$ cat src/rtl/adder_op_sched.sv
// Operand scheduler: pairs queued A/B operands in order and issues them to the adder with credit flow control.
// Sums return into a first-word-fall-through result FIFO; an IDLE/RUN/FLUSH FSM sequences the datapath.
module adder_op_sched #(
  parameter int DATA_W    = 16,
  parameter int Q_DEPTH   = 4,
  parameter int RES_DEPTH = 4
) (
  input  logic              clk,
  input  logic              rst_n,
  input  logic              en,
  input  logic              flush,
  output logic              busy,
  output logic              err,
  input  logic [DATA_W-1:0] a_data,
  input  logic              a_valid,
  output logic              a_ready,
  input  logic [DATA_W-1:0] b_data,
  input  logic              b_valid,
  output logic              b_ready,
  output logic [DATA_W-1:0] add_a,
  output logic [DATA_W-1:0] add_b,
  output logic              add_valid,
  input  logic [DATA_W:0]   add_sum,
  input  logic              add_sum_valid,
  output logic [DATA_W:0]   res_data,
  output logic              res_valid,
  input  logic              res_ready
);

  localparam int QAW = $clog2(Q_DEPTH);
  localparam int RAW = $clog2(RES_DEPTH);

  typedef enum logic [1:0] {IDLE, RUN, FLUSH} state_t;
  state_t state;

  logic [DATA_W-1:0] a_mem [Q_DEPTH];
  logic [DATA_W-1:0] b_mem [Q_DEPTH];
  logic [DATA_W:0]   r_mem [RES_DEPTH];

  logic [QAW:0] a_wr, a_rd, b_wr, b_rd, a_cnt, b_cnt;
  logic [RAW:0] r_wr, r_rd, r_cnt, inflight;
  logic [RAW+1:0] credits_used;

  logic a_push, b_push, r_push, r_pop, issue, flush_entry, sum_ok;

  assign a_cnt = a_wr - a_rd;
  assign b_cnt = b_wr - b_rd;
  assign r_cnt = r_wr - r_rd;
  assign credits_used = {1'b0, inflight} + {1'b0, r_cnt};

  assign a_ready = (a_cnt != (QAW+1)'(Q_DEPTH)) && (state != FLUSH);
  assign b_ready = (b_cnt != (QAW+1)'(Q_DEPTH)) && (state != FLUSH);
  assign a_push  = a_valid && a_ready;
  assign b_push  = b_valid && b_ready;

  assign issue = (state == RUN) && (a_cnt != '0) && (b_cnt != '0) &&
                 (credits_used < (RAW+2)'(RES_DEPTH));
  assign flush_entry = (state == RUN) && flush;

  // A sum arriving with nothing in flight is an adder protocol error and is dropped.
  assign sum_ok = add_sum_valid && (inflight != '0);
  assign r_push = sum_ok;
  assign r_pop  = res_valid && res_ready;

  assign res_valid = (r_cnt != '0);
  assign res_data  = res_valid ? r_mem[r_rd[RAW-1:0]] : '0;

  assign busy = (state != IDLE) || (a_cnt != '0) || (b_cnt != '0) ||
                (r_cnt != '0) || (inflight != '0);

  always_ff @(posedge clk) begin
    if (a_push) a_mem[a_wr[QAW-1:0]] <= a_data;
    if (b_push) b_mem[b_wr[QAW-1:0]] <= b_data;
    if (r_push) r_mem[r_wr[RAW-1:0]] <= add_sum;
  end

  // Flush entry discards both operand queues; it wins over any push/pop on the same edge.
  always_ff @(posedge clk or negedge rst_n) begin
    if (!rst_n) begin
      a_wr <= '0;
      a_rd <= '0;
      b_wr <= '0;
      b_rd <= '0;
    end else if (flush_entry) begin
      a_wr <= '0;
      a_rd <= '0;
      b_wr <= '0;
      b_rd <= '0;
    end else begin
      if (a_push) a_wr <= a_wr + 1'b1;
      if (b_push) b_wr <= b_wr + 1'b1;
      if (issue) begin
        a_rd <= a_rd + 1'b1;
        b_rd <= b_rd + 1'b1;
      end
    end
  end

  always_ff @(posedge clk or negedge rst_n) begin
    if (!rst_n) begin
      r_wr     <= '0;
      r_rd     <= '0;
      inflight <= '0;
      err      <= 1'b0;
    end else begin
      if (r_push) r_wr <= r_wr + 1'b1;
      if (r_pop)  r_rd <= r_rd + 1'b1;
      if (issue && !sum_ok)      inflight <= inflight + 1'b1;
      else if (!issue && sum_ok) inflight <= inflight - 1'b1;
      if (add_sum_valid && (inflight == '0)) err <= 1'b1;
    end
  end

  always_ff @(posedge clk or negedge rst_n) begin
    if (!rst_n) begin
      add_a     <= '0;
      add_b     <= '0;
      add_valid <= 1'b0;
    end else begin
      add_valid <= issue;
      if (issue) begin
        add_a <= a_mem[a_rd[QAW-1:0]];
        add_b <= b_mem[b_rd[QAW-1:0]];
      end
    end
  end

  always_ff @(posedge clk or negedge rst_n) begin
    if (!rst_n) begin
      state <= IDLE;
    end else begin
      case (state)
        IDLE:    if (en) state <= RUN;
        RUN:     if (flush) state <= FLUSH;
                 else if (!en) state <= IDLE;
        FLUSH:   if (inflight == '0) state <= IDLE;
        default: state <= IDLE;
      endcase
    end
  end

endmodule

$ cat config.mk
export PLATFORM = sky130hd
export DESIGN_NAME = adder_op_sched
export DESIGN_NICKNAME = d
export VERILOG_FILES = /design/src/rtl/adder_op_sched.sv
export SDC_FILE = /design/constraint.sdc
export NUM_CORES = 1
export LEC_CHECK = 0
export ABC_AREA = 0
export CAP_MARGIN = 0
export CORE_ASPECT_RATIO = 0.7
export CORE_UTILIZATION = 55
export DETAILED_ROUTE_END_ITERATION = 16
export HOLD_SLACK_MARGIN = 0.1
export PLACE_DENSITY = 0.86
export SLEW_MARGIN = 20
export SYNTH_ARGS = -nofsm -noshare
export SYNTH_HDL_FRONTEND = slang
export SYNTH_SLANG_ARGS = --single-unit
$ cat constraint.sdc
create_clock -name clk -period 7.1 [get_ports clk]
set_input_delay 1.065 -clock clk [delete_from_list [all_inputs] [get_ports clk]]
set_output_delay 1.065 -clock clk [all_outputs]
set_load 0.005 [all_outputs]
==> reports/metrics.yaml, run 1 <==
status: "complete, no violations"
track_usage: 0.204
die_x_um: 163
drt_first_pass_iters: 4
synth_edf_count: 196
num_rows: 40
async_flop_share: 0.225
fmax_ghz: 0.195
root_buffer: "clkbuf_16"
whs_ns: 0.475
worstPathCellList: "inv_1, fa_1, xor2_1, xnor2_1, or3b_1, or4_1, clkdlybuf4s50_1"
path_class: "flop to output port"
path_buf_inv: 2
ir_worst_vdd_mv: 0.298
synthesis.area_um2: 10000
worstPathRequired_ns: 6.03
hold_path.class: "flop to flop"
synth_ff_type: "edfxtp_1"
numPortBuffers: 111
die_h_um: 115
start_kind: "flop"
yosysUniqueCellTypes: 40
core_um2: 17500
endpoint_kind: "output port"
critPathSlowestCell: "dfrtp_1"
io_pins: 112
rsz0062_at_grt: "false"
fin_worst_skew_ns: 0.00727
postCtsSetupRepairBufs: 0
relSlewSlack: 0.370
antenna_found_initial: 0
pwr_density_cell_nw_per_um2: 419
drive_gt1_frac: 0.192
drt_drc_violations_left: 0
hold_buffers: 0
clk_latency_ns: 0.50
grt_pass1_wl_um: 28900
grt_max_degree: 58
yosysWarnings: 0
seq_area_frac_synth: 0.731
slew_violations: 0
setup_viol: 0
cp_max_fo: 21
tritoncts: "built"
clock-sinks: 253
worst_pin_slew_ns: 0.945
numCtsBuffers: 23
vias_per_cell: 5.65
drt-initial-drc-count: 342
setup_tns_ns: 0
wl_um: 18200
cp.arrival_ns: 4.07
nets: 706
dp_hpwl_um: 11600
finalCriticalPeriod_ns: 5.13
grt_overflow: 0
grt_pass1_vias: 5302
dpl_cell_area_um2: 11300
ant_nets: 0
cp_slowest_stage_delay_ns: 0.90
clkTransAtPathRegs_ns: 0.06
hold_viol_final: 0
dr_total_vias: 4922
max_cap_viol_count: 0
start_util: 0.573
final_area_um2: 12000
place_congestion: 0.733
syn_to_final_growth_pct: 20.3
period_share: 0.723
path_delay_family: "simple AND/OR/NAND/NOR gates"
num_antenna_cells: 0
clk_path_buf_depth: 3
leakagePower_nw: 4.24
htreeDepth: 1
dieArea_um2: 18700
ys_seq_elements: 253
syn_area_per_cell_um2: 19.8
power_mw: 5.04
synthCells: 505
post_drt_wl_per_cell_um: 20.9
cts_resized: 0
synth_nets: 587
fin_util: 0.689
==> final cells by class <==
class | count | area (µm²)
Clock buffer | 31 | 606
Tap cell | 231 | 289
Fill cell | 1082 | 5430
Multi-Input combinational cell | 219 | 2530
Clock inverter | 10 | 120
Inverter | 12 | 45.0
Sequential cell | 253 | 7310
Timing Repair Buffer | 115 | 1140
==> worst paths after layout <==
kind,from,to,slack (ns),depth (start not counted)
setup reg to reg,r_rd[1],inflight[2],3.09,15
hold reg to reg,err,err,0.47,1
hold / removal,err,err,0.47,1
max in group asynchronous,rst_n,r_rd[0],5.77,2
min in group asynchronous,rst_n,add_b[0],0.72,2
setup / recovery,r_rd[1],busy,1.97,7
==> worst reg2reg max path, stage by stage (launching register included) <==
cell and delay, ns:
dfrtp_1 0.90, inv_1 0.15, fa_1 0.45, xor2_1 0.16
xnor2_1 0.24, ha_1 0.28, nor4_1 0.16, o211ai_1 0.18
a31o_2 0.28, nor2_4 0.10, ha_1 0.19, inv_1 0.06
fa_1 0.38, xor2_1 0.15, nor2_1 0.11, xor2_1 0.15
==> kinds of logic (layout without fill, tap and decap cells) <==
logic type | count (synthesis) | after routing | synth area share
xor+xnor | 15 | 15 | 0.0131
mux | 83 | 83 | 0.150
flops | 253 | 253 | 0.731
compound gates | 22 | 22 | 0.0155
fa+ha+maj | 25 | 25 | 0.0328
simple gates | 74 | 74 | 0.0414
buf+inv | 33 | 168 | 0.0164
==> cell usage after synthesis (all sizes together) (7+ instances only) <==
cell type    n  area [µm²]
inv         12        45.0
edfxtp     196        5890
xnor2        8        70.1
clkbuf      10        37.5
dfrtp       57        1430
ha          23         288
mux2        34         394
xor2         7        61.3
and2        29         181
nor2        10        45.0
mux4        49        1100
buf         11        81.3
nand2       13        48.8
==> per-layer routing <==
layer	up-vias	share of wire	global-route usage
met2	145	0.50	0.344
met5	-	0	0
met1	2536	0.43	0.280
met3	26	0.052	0.0400
li1	2215	-	-
met4	0	0.015	0.0442
==> flip-flops by register name (all words and copies together), names as in the netlist <==
signal / cells
r_mem: 68
a_mem: 64
b_mem: 64
add_a: 16
add_b: 16
a_rd: 3
a_wr: 3
b_rd: 3
b_wr: 3
inflight: 3
r_rd: 3
r_wr: 3
state: 2
add_valid: 1
err: 1
==> through the flow <==
step / setup slack, ns / cells
after floorplan: 3.09 / 505
after global placement: 2.22 / 830
after detailed placement: 2.05 / 830
after CTS: 1.51 / 871
after global routing: 1.72 / 871
final: 1.97 / 871
==> cell usage in the layout, fill, tap and decap left out, types with 2 or more instances in the layout <==
cell type        netlist  routed
clkinv_1               0       4
nand2_1               13      13
buf_4                  3       4
fa_1                   2       2
dfrtp_1               57      56
mux2_2                31      31
and2_1                29      29
or4_1                  3       3
bufinv_16              0       3
clkinv_2               0       3
mux4_2                49      49
nand3_1                6       6
clkbuf_1              10       8
o211a_1                2       2
a31oi_1                3       3
o31ai_1                4       4
o21ai_0                6       6
clkbuf_16              0      23
ha_1                  23      23
nor2_1                 9       9
a31o_2                 3       3
mux2_4                 3       3
nand4_1                2       2
xnor2_1                8       8
inv_1                 12      12
edfxtp_1             196     196
xor2_1                 7       7
o21a_1                 2       2
clkdlybuf4s50_1        0     110
nor2b_1                3       3
==> where the power goes <==
part / switching [mW] / internal (mW) / total, mW
Combinational: 0.686 / 0.932 / 1.62
Sequential: 0.221 / 1.99 / 2.21
Clock: 0.505 / 0.706 / 1.21
No activity file was read; power rests on OpenSTA's default activity.
==> run 2, diff against run 1 <==
- CORE_UTILIZATION: 55 -> 51
- PLACE_DENSITY: 0.86 -> 0.84
- clock period: 7.1 -> 4.3 ns (I/O delays scaled with it)
==> run 2 against run 1 <==
Clock power increased by 82%; critical path depth is 2 higher; utilization down 4.8 points; clock skew grew 0.0027 ns; total power up 70%; critical path type unchanged.
==> reports/metrics.yaml, run 2 (synthesized netlist as in run 1, its figures left out) <==
switching_share: 0.275  # -0.00471
relSlewSlack: 0.367  # -0.00302
cp.arrival_ns: 3.41  # -0.66 ns
core_um2: 19100  # +9.2%
num_antenna_cells: 0  # unchanged
dr_total_vias: 5001  # +1.6%
slew_violations: 0  # unchanged
p_sw_mw: 2.36  # +67%
crit_path_end: "busy"
hold_viol_final: 0  # unchanged
setup_tns_ns: 0  # unchanged
worstPathRequired_ns: 3.65  # -2.38 ns
numPortBuffers: 111  # unchanged
power_frac_comb: 0.328  # +0.007
hold_buffers: 0  # unchanged
cp_max_fo: 4  # -81%
timing.rr.end: "inflight[2]"
grt_pass1_vias: 5374  # +1.4%
finalCriticalPeriod_ns: 4.05
grt_max_degree: 58  # unchanged
dp_cells: 868  # +4.6%
htreeDepth: 1  # unchanged
clock-sinks: 253  # unchanged
max_cap_viol_count: 0  # unchanged
rrSetupSlack_ns: 0.68  # -2.41 ns
clkTransAtPathRegs_ns: 0.06  # about the same
worst_pin_slew_ns: 0.950  # +0.00453 ns
crit_start: "r_wr[0]"
endpoint_kind: "output port"
grt_pass1_wl_um: 29300  # +1.2%
leakagePower_nw: 4.33  # +2.1%
clkPwrFrac: 0.257  # +0.017
pwr_density_cell_nw_per_um2: 700  # +67%
postCtsSetupRepairBufs: 0  # unchanged
power_mw: 8.56  # +70%
cts_resized: 0  # unchanged
clk_path_buf_depth: 3  # unchanged
vias_per_cell: 5.48  # -3.0%
seq_power_share: 0.414  # -0.025
antenna_found_initial: 0  # unchanged
rsz0062_at_grt: "false"
grt_overflow: 0  # unchanged
drt_drc_violations_left: 0  # unchanged
die_x_um: 169  # +3.8%
io_pins: 112  # unchanged
largest_reg_flops: 68  # unchanged
dp_hpwl_um: 11600  # about the same
final_area_um2: 12200  # +1.6%
status: "complete, no violations"
numCtsBuffers: 24  # +4.3%
tritoncts: "built"
num_rows: 42  # +5.0%
hold_path.class: "input pin to asynchronous set/reset pin"
worstReg2RegStart: "r_wr[0]"
post_drt_wl_per_cell_um: 20.0  # -4.0%
final_common_cell: "edfxtp_1"
period_share: 0.942
setup_viol: 0  # unchanged
clk_latency_ns: 0.50  # about the same
drt_first_pass_iters: 4  # unchanged
die_h_um: 119  # +3.8%
drive_gt1_frac: 0.210  # +0.0177
whs_ns: 0.295  # -0.180 ns
dieArea_um2: 20200  # +7.7%
layout_common_cells: "196 x edfxtp_1, 110 x clkdlybuf4s50_1, 57 x dfrtp_1"
ant_nets: 0  # unchanged
layout.cells.non_filler: 912  # +4.7%
start_util: 0.524  # -0.0483
fillers: 1265  # +17%
start_kind: "flop"
p_int_mw: 6.21  # +71%
fin_worst_skew_ns: 0.00996  # +0.00269 ns
drt-initial-drc-count: 365  # +6.7%
dpl_cell_area_um2: 11400  # +0.70%
place_congestion: 0.774  # +5.6%
nets: 712  # +0.85%
path_class: "flop to output port"
syn_to_final_growth_pct: 22.3
track_usage: 0.191  # -0.0133
ir_worst_vdd_mv: 0.382  # +28%
wl_um: 18300  # +0.48%
fmax_ghz: 0.247
root_buffer: "clkbuf_16"
r2r_cells: 17  # +2
-- run 2: power groups by stage --
stage	Combinational (mW)	Clock (mW)	Sequential, mW
floorplan	1.63	0	3.53
CTS	2.86	2.24	3.55
finish	2.81	2.20	3.55
global route	3.09	2.33	3.60
detailed placement	2.84	0	3.60
global placement	2.74	0	3.55
-- run 2: final cells by class --
class                   instances  area (µm²)  share of cell area
flip-flops and latches        253        7310               0.598
multi-input cells             219        2530               0.207
repair buffers                120        1170              0.0960
clock buffers                  32         682              0.0558
well taps                     264         330              0.0270
clock inverters                12         161              0.0132
inverters                      12        45.0             0.00368
-- run 2: how the worst min path moves through the flow --
stage	cells past startpoint	slack, ns	to
after detailed placement	1	0.46	err
after global placement	1	0.44	err
after floorplan	0	0.35	a_rd[0]
after CTS	2	0.33	add_b[2]
after global routing	2	0.36	add_b[2]
final	2	0.29	add_b[2]
-- run 2: routing by layer --
| metal | up-vias | GRT usage | part of all wire |
|---|---|---|---|
| met2 | 152 | 0.315 | 0.49 |
| li1 | 2224 | - | - |
| met5 | - | 0 | 0 |
| met4 | 0 | 0.0417 | 0.019 |
| met3 | 30 | 0.0399 | 0.059 |
| met1 | 2595 | 0.264 | 0.43 |
-- run 2: critical path: stages, from the launching register on --
cell and delay [ns]:
dfrtp_1 0.41, inv_1 0.16, ha_1 0.18, inv_1 0.05, fa_1 0.37, xor2_1 0.17, xnor2_1 0.14, or3b_1 0.37
or4_1 0.55, clkdlybuf4s50_1 0.51
-- run 2: through the flow --
stage          setup slack (ns)   util
2_1_floorplan             0.289      -
3_3_place_gp              0.892  0.597
3_5_place_dp              0.722  0.597
4_1_cts                   0.241  0.641
5_1_grt                   0.136  0.641
6_report                  0.247  0.641
